### src/rtl/trap_ctrl.sv
// trap_ctrl: sequences traps, mret and Zicsr requests onto the machine-mode
// CSR file port, one operation at a time, and redirects fetch on traps/mret.
module trap_ctrl #(
  parameter int unsigned XLEN = 32
) (
  input  logic            clk,
  input  logic            reset,
  input  logic            commit_v_i,
  input  logic [5:0]      commit_exc_i,
  input  logic            commit_mret_i,
  input  logic [XLEN-1:0] commit_pc_i,
  input  logic [XLEN-1:0] commit_tval_i,
  output logic            commit_ready_o,
  input  logic            csr_req_v_i,
  input  logic [1:0]      csr_op_i,
  input  logic [11:0]     csr_adr_i,
  input  logic [XLEN-1:0] csr_wdata_i,
  input  logic            csr_nowrite_i,
  output logic            csr_ready_o,
  output logic            csr_done_o,
  output logic [XLEN-1:0] csr_rdata_o,
  output logic            csr_err_o,
  output logic            exception_o,
  output logic [XLEN-1:0] mcause_o,
  output logic [XLEN-1:0] mtval_o,
  output logic [XLEN-1:0] mepc_o,
  output logic            write_v_o,
  output logic [11:0]     adr_write_o,
  output logic [11:0]     adr_read_o,
  output logic [XLEN-1:0] data_o,
  input  logic [XLEN-1:0] csr_data_i,
  input  logic [XLEN-1:0] mepc_q_i,
  input  logic [XLEN-1:0] mtvec_q_i,
  output logic            flush_o,
  output logic            redirect_v_o,
  output logic [XLEN-1:0] redirect_pc_o
);

  typedef enum logic [3:0] {
    IDLE, T_READ, T_CAUSE, T_STATUS, M_READ, M_STATUS, C_READ, C_WRITE, REDIRECT
  } state_t;

  localparam logic [11:0] ADR_MSTATUS = 12'h300;

  state_t          state, state_next;

  logic            trap_req, mret_req, idle_ok;
  logic            take_trap, take_mret, take_csr;
  logic [3:0]      cause_d;
  logic [XLEN-1:0] tval_d;

  logic            mret_q;
  logic [3:0]      cause_q;
  logic [XLEN-1:0] tval_q, pc_q;
  logic [1:0]      op_q;
  logic [11:0]     adr_q;
  logic [XLEN-1:0] wdata_q;
  logic            nowrite_q;
  logic [XLEN-1:0] old_q;

  logic [XLEN-1:0] csr_new, status_trap, status_mret;
  logic            wr_attempt, adr_ro;

  // Request qualification and fixed-priority arbitration (trap > mret > CSR).
  always_comb begin
    trap_req  = commit_v_i && (|commit_exc_i);
    mret_req  = commit_v_i && commit_mret_i && !(|commit_exc_i);
    idle_ok   = (state == IDLE) && !reset;
    take_trap = idle_ok && trap_req;
    take_mret = idle_ok && mret_req;
    take_csr  = idle_ok && csr_req_v_i && !trap_req && !mret_req;
  end

  // Trap cause priority and the matching mtval source.
  always_comb begin
    cause_d = 4'd0;
    tval_d  = commit_tval_i;
    if (commit_exc_i[0]) begin
      cause_d = 4'd0;
    end else if (commit_exc_i[1]) begin
      cause_d = 4'd2;
    end else if (commit_exc_i[2]) begin
      cause_d = 4'd11;
      tval_d  = '0;
    end else if (commit_exc_i[3]) begin
      cause_d = 4'd3;
      tval_d  = commit_pc_i;
    end else if (commit_exc_i[5]) begin
      cause_d = 4'd6;
    end else if (commit_exc_i[4]) begin
      cause_d = 4'd4;
    end
  end

  // Updated mstatus images and Zicsr write value, all from the captured old value.
  always_comb begin
    status_trap         = old_q;
    status_trap[7]      = old_q[3];
    status_trap[3]      = 1'b0;
    status_trap[12:11]  = 2'b11;
    status_mret         = old_q;
    status_mret[3]      = old_q[7];
    status_mret[7]      = 1'b1;
    status_mret[12:11]  = 2'b11;
    unique case (op_q)
      2'b01:   csr_new = wdata_q;
      2'b11:   csr_new = old_q & ~wdata_q;
      default: csr_new = old_q | wdata_q;
    endcase
    wr_attempt = !nowrite_q;
    adr_ro     = (adr_q[11:10] == 2'b11);
  end

  // State register.
  always_ff @(posedge clk) begin
    if (reset) state <= IDLE;
    else       state <= state_next;
  end

  // Captured request fields and the old CSR value read during *_READ states.
  always_ff @(posedge clk) begin
    if (reset) begin
      mret_q    <= 1'b0;
      cause_q   <= '0;
      tval_q    <= '0;
      pc_q      <= '0;
      op_q      <= '0;
      adr_q     <= '0;
      wdata_q   <= '0;
      nowrite_q <= 1'b0;
      old_q     <= '0;
    end else begin
      if (take_trap) begin
        mret_q  <= 1'b0;
        cause_q <= cause_d;
        tval_q  <= tval_d;
        pc_q    <= commit_pc_i;
      end
      if (take_mret) mret_q <= 1'b1;
      if (take_csr) begin
        op_q      <= csr_op_i;
        adr_q     <= csr_adr_i;
        wdata_q   <= csr_wdata_i;
        nowrite_q <= csr_nowrite_i;
      end
      if (state == T_READ || state == M_READ || state == C_READ) old_q <= csr_data_i;
    end
  end

  // Next state and per-state CSR-file / pipeline outputs.
  always_comb begin
    state_next     = state;
    commit_ready_o = 1'b0;
    csr_ready_o    = 1'b0;
    csr_done_o     = 1'b0;
    csr_rdata_o    = '0;
    csr_err_o      = 1'b0;
    exception_o    = 1'b0;
    mcause_o       = '0;
    mtval_o        = '0;
    mepc_o         = '0;
    write_v_o      = 1'b0;
    adr_write_o    = '0;
    adr_read_o     = '0;
    data_o         = '0;
    flush_o        = 1'b0;
    redirect_v_o   = 1'b0;
    redirect_pc_o  = '0;
    unique case (state)
      IDLE: begin
        commit_ready_o = take_trap || take_mret;
        csr_ready_o    = take_csr;
        if (take_trap)      state_next = T_READ;
        else if (take_mret) state_next = M_READ;
        else if (take_csr)  state_next = C_READ;
      end
      T_READ: begin
        flush_o    = 1'b1;
        adr_read_o = ADR_MSTATUS;
        state_next = T_CAUSE;
      end
      T_CAUSE: begin
        // data_o stays 0: the CSR file ORs it into the trap CSRs this cycle.
        flush_o     = 1'b1;
        exception_o = 1'b1;
        mcause_o    = {{(XLEN-4){1'b0}}, cause_q};
        mtval_o     = tval_q;
        mepc_o      = pc_q;
        state_next  = T_STATUS;
      end
      T_STATUS: begin
        flush_o     = 1'b1;
        write_v_o   = 1'b1;
        adr_write_o = ADR_MSTATUS;
        data_o      = status_trap;
        state_next  = REDIRECT;
      end
      M_READ: begin
        flush_o    = 1'b1;
        adr_read_o = ADR_MSTATUS;
        state_next = M_STATUS;
      end
      M_STATUS: begin
        flush_o     = 1'b1;
        write_v_o   = 1'b1;
        adr_write_o = ADR_MSTATUS;
        data_o      = status_mret;
        state_next  = REDIRECT;
      end
      C_READ: begin
        adr_read_o = adr_q;
        state_next = C_WRITE;
      end
      C_WRITE: begin
        csr_done_o  = 1'b1;
        csr_rdata_o = old_q;
        csr_err_o   = wr_attempt && adr_ro;
        write_v_o   = wr_attempt && !adr_ro;
        adr_write_o = adr_q;
        data_o      = (wr_attempt && !adr_ro) ? csr_new : '0;
        state_next  = IDLE;
      end
      REDIRECT: begin
        // mtvec/mepc are sampled here so CSR writes done before the accept count.
        flush_o       = 1'b1;
        redirect_v_o  = 1'b1;
        redirect_pc_o = mret_q ? mepc_q_i : (mtvec_q_i & ~XLEN'(3));
        state_next    = IDLE;
      end
      default: state_next = IDLE;
    endcase
  end

endmodule

### config.mk
export PLATFORM = sky130hd
export DESIGN_NAME = trap_ctrl
export DESIGN_NICKNAME = d
export VERILOG_FILES = /design/src/rtl/trap_ctrl.sv
export SDC_FILE = /design/constraint.sdc
export NUM_CORES = 1
export LEC_CHECK = 0
export CORE_AREA = 3 3 169 171
export DETAILED_ROUTE_END_ITERATION = 8
export DIE_AREA = 0 0 172 174
export GPL_TIMING_DRIVEN = 0
export PLACE_DENSITY_LB_ADDON = 0.05
export SYNTH_ARGS = -nofsm -noshare
export SYNTH_HDL_FRONTEND = slang
export SYNTH_SLANG_ARGS = --single-unit
### constraint.sdc
create_clock -name clk -period 3.4 [get_ports clk]
set_clock_uncertainty 0.15 [all_clocks]
set_input_delay 0.51 -clock clk [delete_from_list [all_inputs] [get_ports clk]]
set_output_delay 0.51 -clock clk [all_outputs]
set_load 0.1 [all_outputs]
* Word-level counts from Yosys, hierarchy flattened *
Index checks and enable logic that the tools add are counted.
W data, S select, Z words.

operators by class
  equal/unequal tests = 12
  muxes and demuxes = 35
  bitwise operators = 3
  reductions and logical operators = 26

operator list
  operator              number
  $mux W32              10
  $pmux W32 S3          1
  $pmux W32 S2          1
  $pmux W12 S2          2
  $and A32 B32 Y32      1
  $not A32 Y32          1
  $or A32 B32 Y32       1
  $mux W4               7
  $pmux W4 S6           1
  $eq A4 B3 Y1 const B  4
  $reduce_or A6 Y1      2
  $logic_and A1 B1 Y1   11
  $mux W1               9
  $mux W3               3
  $eq A4 B2 Y1 const B  2
  $logic_not A1 Y1      6
  $eq A2 B2 Y1 const B  2
  $eq A4 B1 Y1 const B  1
  $eq A4 B4 Y1 const B  1
  $logic_not A4 Y1      1
  $ne A4 B4 Y1 const B  1
  $reduce_or A2 Y1      2
  $logic_or A1 B1 Y1    3
  $eq A2 B1 Y1 const B  1
  other kinds (2)       2

word-level totals
  flip-flop bits (word level) = 152
  input bits = 218
  word-level logic and storage cells = 86

* Depth between registers and ports, before layout *
  depth in word-level cells = 9
  mapped depth = 7

* Worst setup path before layout *
OpenSTA, ideal clock, no wires.

  path kind = reg-to-output
  start = register state[0]
  end = output csr_err_o
  arrival = 3.437 ns
  path slack = -0.697 ns
  cell stages (with the launch flop) = 7
  cells stage by stage = dfxtp_1 clkbuf_1 and4b_1 clkbuf_1 clkbuf_1 nand2_1 nor2_1

on the way
  longest elaborated chain between the ends = 2

RTL lines
  element                 RTL line  RTL
  start, declared         45        state_t state, state_next;
  start signal, assigned  117       else state <= state_next;
  $eq A4 B3 Y1            169       unique case (state)
  $mux W1                 169
  end, declared           22        output logic csr_err_o,

No other way between the ends.

* Final worst setup path *
  start = input commit_exc_i[3]
  end = output csr_ready_o

on the way
  longest elaborated chain between the ends = 6
  elaborated cells on any way between the ends = 9
  those cells by class = mux: 1; reduce/logical: 8

RTL lines
  element                                                  RTL line  RTL
  start, declared                                          9         input logic [5:0] commit_exc_i,
  $reduce_or A6 Y1 *                                       66, 67
  $logic_and A1 B1 Y1 or $logic_not A1 Y1 (tied branches)  66, 67
  $logic_not A1 Y1 or $logic_and A1 B1 Y1 (tied branches)  71, 67
  $logic_and A1 B1 Y1 or $logic_not A1 Y1 (tied branches)  71        take_csr = idle_ok && csr_req_v_i && !trap_req && !mret_req;
  $logic_and A1 B1 Y1 *                                    71
  $mux W1 *                                                169
  end, declared                                            19        output logic csr_ready_o,

Every way passes the cells marked *; elsewhere a longest branch is shown, timed or not.

==> results.md <==
| Quantity | Value | Unit |
|---|---|---|
| Run status | complete, no violations | - |
| Final antenna-violating net count | 0 | - |
| All-layer global routing usage | 22.1 | % |
| Synthesis warning total | 0 | - |
| Final design utilization | 48.0 | % |
| Worst setup EP type | output pin | - |
| Via count of the first global-routing pass | 8684 | - |
| Number of hold-repair buffers added at the cts stage | 0 | - |
| Post-synth EDFFs | 0 | - |
| Storage element area | 3040 | µm² |
| Worst Setup Start Kind | input pin | - |
| Count of final hold-check violations | 0 | - |
| Area share of the largest cell type after synthesis | 38.0 | % |
| Wire length of the first global-routing pass | 51.7 | mm |
| Worst-case vdd ir drop | 0.278 | mV |
| Sw Share | 37.6 | % |
| Syn Inst Count | 1037 | - |
| Crit share post-route | 96.1 | % |
| Root buffer selected by CTS | sky130_fd_sc_hd__clkbuf_16 | - |
| Setup WS post-layout | 132 | ps |
| Yosys cell types | 43 | - |
| Area growth from synthesis to final layout | 62.1 | % |
| Power density relative to cell area | 466 | nW/µm² |
| Post-DP HPWL | 26.7 | mm |
| Number of violations of the max-capacitance limit | 0 | - |
| Count of state elements after synthesis | 152 | - |
| Routability Congestion | 0.806 | - |
| Slew Limit Fails | 0 | - |
| Number of nets at the end of the flow | 1713 | - |
| Cell accounting for the most synthesized area | sky130_fd_sc_hd__dfxtp_1 | - |
| Post-Syn Area per Cell | 7.72 | µm² |
| Commonest cells post-synth | sky130_fd_sc_hd__o21ai_0, sky130_fd_sc_hd__nand2_1, sky130_fd_sc_hd__dfxtp_1, sky130_fd_sc_hd__and2_1, sky130_fd_sc_hd__nor2_1 | - |
| Type of the most critical hold path | flop to flop | - |
| Endpoint arrival time on the critical path | 2610 | ps |
| Sink Count | 152 | - |
| Cell depth of the worst flop-to-flop path | 5 | - |
| Effective utilization at floorplan | 29.6 | % |
| Area taken by multi-input logic gates | 4510 | µm² |
| Required time of the critical path | 2740 | ps |
| Residual overflow from global routing | 0 | - |
| LEAKAGE | 5.32 | nW |
| Seq/Total Area, Yosys | 38.0 | % |
| Area of all placed cells without fillers | 13000 | µm² |
| Clock buffers created by TritonCTS | 17 | - |
| Overall die area | 29900 | µm² |
| Async set-reset flop share out of synthesis | 0 | % |
| Setup slack after placement | -1510 | ps |
| Flop pwr share | 34.3 | % |
| Hold slack | 292 | ps |
| Iteration count of the initial detailed-routing pass | 5 | - |
| Final critical delay including setup and external delays | 3270 | ps |
| Routed wire length per instance | 18.7 | µm |
| Worst max-slew margin expressed relative to the limit | 31.3 | % |
| Final-report setup violation count | 0 | - |
| Post-Place Cells | 1815 | - |
| Power Internal | 3.77 | mW |
| Detail-routed via count per cell | 4.74 | - |
| Maximum number of pins on one net before global-route repair | 17 | - |
| Setup TNS | 0 | ps |
| 1st-iter DRT viols | 510 | - |
| Combined area of all synthesized cells | 8000 | µm² |
| Share of post-route cells with drive strength above 1 | 20.2 | % |
| Placement row count | 60 | - |
| Maximum buffer depth of the clock tree | 2 | - |
| Port bufs | 409 | - |
| Crit path launch | commit_exc_i[3] | - |
| Die outline height | 174 | µm |
| Die X-Extent | 172 | µm |
| Timing-limited maximum frequency | 306 | MHz |
| Vias after detailed routing | 8757 | - |
| Worst-margin pin slew | 1030 | ps |
| Top Ports | 442 | - |
| Start-to-end type of the worst setup path | input pin to output pin | - |
| Portion of total power attributed to combinational logic | 33.1 | % |
| Count of H-tree levels built during CTS | 4 | - |
| Highest net fanout along the worst path | 10 | - |
| Power consumption | 6.04 | mW |
| TritonCTS clock tree | done | - |
| Worst-Skew Late Latency | 410 | ps |
| Area after DPL | 12600 | µm² |
| Clock-pin slew on the worst setup and hold paths | 60 | ps |
| Net switching power | 2.27 | mW |
| DRT Wirelength | 34.5 | mm |
| Proportion of power drawn by the clock network | 32.6 | % |
| Initial antenna violation count | 1 | - |
| Final cell count without fillers | 1849 | - |
| Std-Cell Core Area | 27000 | µm² |
| Cell types with the largest area share after synthesis | sky130_fd_sc_hd__dfxtp_1, sky130_fd_sc_hd__o21ai_0, sky130_fd_sc_hd__and2_1 | - |
| Worst hold path cell count | 2 | - |
| Main flop type after synthesis | sky130_fd_sc_hd__dfxtp_1 | - |
| Cell with the most instances after synthesis | sky130_fd_sc_hd__o21ai_0 | - |
| Startpoint of the lowest-slack hold path | pc_q[27] | - |
| DRC errors left | 0 | - |
| Filler Cells Inserted | 2790 | - |
| Startpoint of the most critical register-to-register path | state[3] | - |
-- final cells by class --
| type | count | area share (%) |
|---|---|---|
| Tap cell | 341 | 3.29 |
| Inverter | 7 | 0.203 |
| Buffer | 121 | 4.82 |
| Multi-Input combinational cell | 783 | 34.8 |
| Sequential cell | 152 | 23.5 |
| Antenna cell | 1 | 0.0193 |
| Clock buffer | 18 | 3.31 |
| Timing Repair Buffer | 413 | 28.8 |
| Clock inverter | 13 | 1.30 |
-- power by group through the flow --
stage	Clock [mW]	Sequential, mW	Combinational (mW)
finish	1.97	2.07	2.00
global route	2.08	2.10	2.14
global placement	0	2.11	2.01
CTS	2.01	2.07	2.00
floorplan	0	2.07	1.37
detailed placement	0	2.11	2.02
-- routing by layer --
metal / track usage (%) / vias to the layer above / wire (µm)
li1: - / 4394 / -
met1: 27.4 / 4065 / 14700
met2: 38.0 / 274 / 16900
met3: 6.55 / 24 / 2550
met4: 4.39 / 0 / 472
met5: 0 / - / 0
-- critical path, cell delays in order --
cell                              delay [ps]
sky130_fd_sc_hd__clkdlybuf4s50_1         490
sky130_fd_sc_hd__or3_4                   440
sky130_fd_sc_hd__o41ai_4                 360
sky130_fd_sc_hd__and2_4                  240
sky130_fd_sc_hd__clkbuf_4                210
sky130_fd_sc_hd__buf_6                   170
sky130_fd_sc_hd__buf_12                  180
-- registers in the layout (all words and copies together) (netlist names), 2 cells and up --
signal / flops
adr_q: 12
state: 4
tval_q: 32
pc_q: 32
old_q: 32
op_q: 2
cause_q: 4
wdata_q: 32
-- path summary, 6_finish.rpt --
kind / to / slack [ps]
max: csr_ready_o / 130
min: pc_q[27] / 290
max reg2reg: pc_q[3] / 730
min reg2reg: pc_q[27] / 290
-- layout by cell type, fill, tap and decap left out, types with 28 or more instances in the layout --
| cell type | n |
|---|---|
| sky130_fd_sc_hd__nor2_1 | 72 |
| sky130_fd_sc_hd__buf_2 | 52 |
| sky130_fd_sc_hd__a22o_1 | 59 |
| sky130_fd_sc_hd__nand2_1 | 155 |
| sky130_fd_sc_hd__o21ai_0 | 168 |
| sky130_fd_sc_hd__clkdlybuf4s50_1 | 214 |
| sky130_fd_sc_hd__buf_4 | 104 |
| sky130_fd_sc_hd__clkdlybuf4s15_2 | 47 |
| sky130_fd_sc_hd__clkbuf_1 | 55 |
| sky130_fd_sc_hd__and2_1 | 121 |
| sky130_fd_sc_hd__mux2i_1 | 63 |
| sky130_fd_sc_hd__conb_1 | 28 |
| sky130_fd_sc_hd__nand3_1 | 33 |
| sky130_fd_sc_hd__dfxtp_1 | 152 |
-- kinds of logic after synthesis --
kind of cell,share of synthesized area (%)
muxes,7.88
DFF,38.0
other,0.0469
and+or+nand+nor,25.7
AOI/OAI and AO/OA,20.5
buffers and inverters,7.80
-- what timing repair did --
item / 4_1_cts / 5_1_grt
setup endpoints to repair: 195 / 164
buffers inserted: 3 / 0
cloned: 0 / 0
pin swaps: 2 / 1
gates resized for setup: 887 / 60
Power figures use the tool's default switching activity.
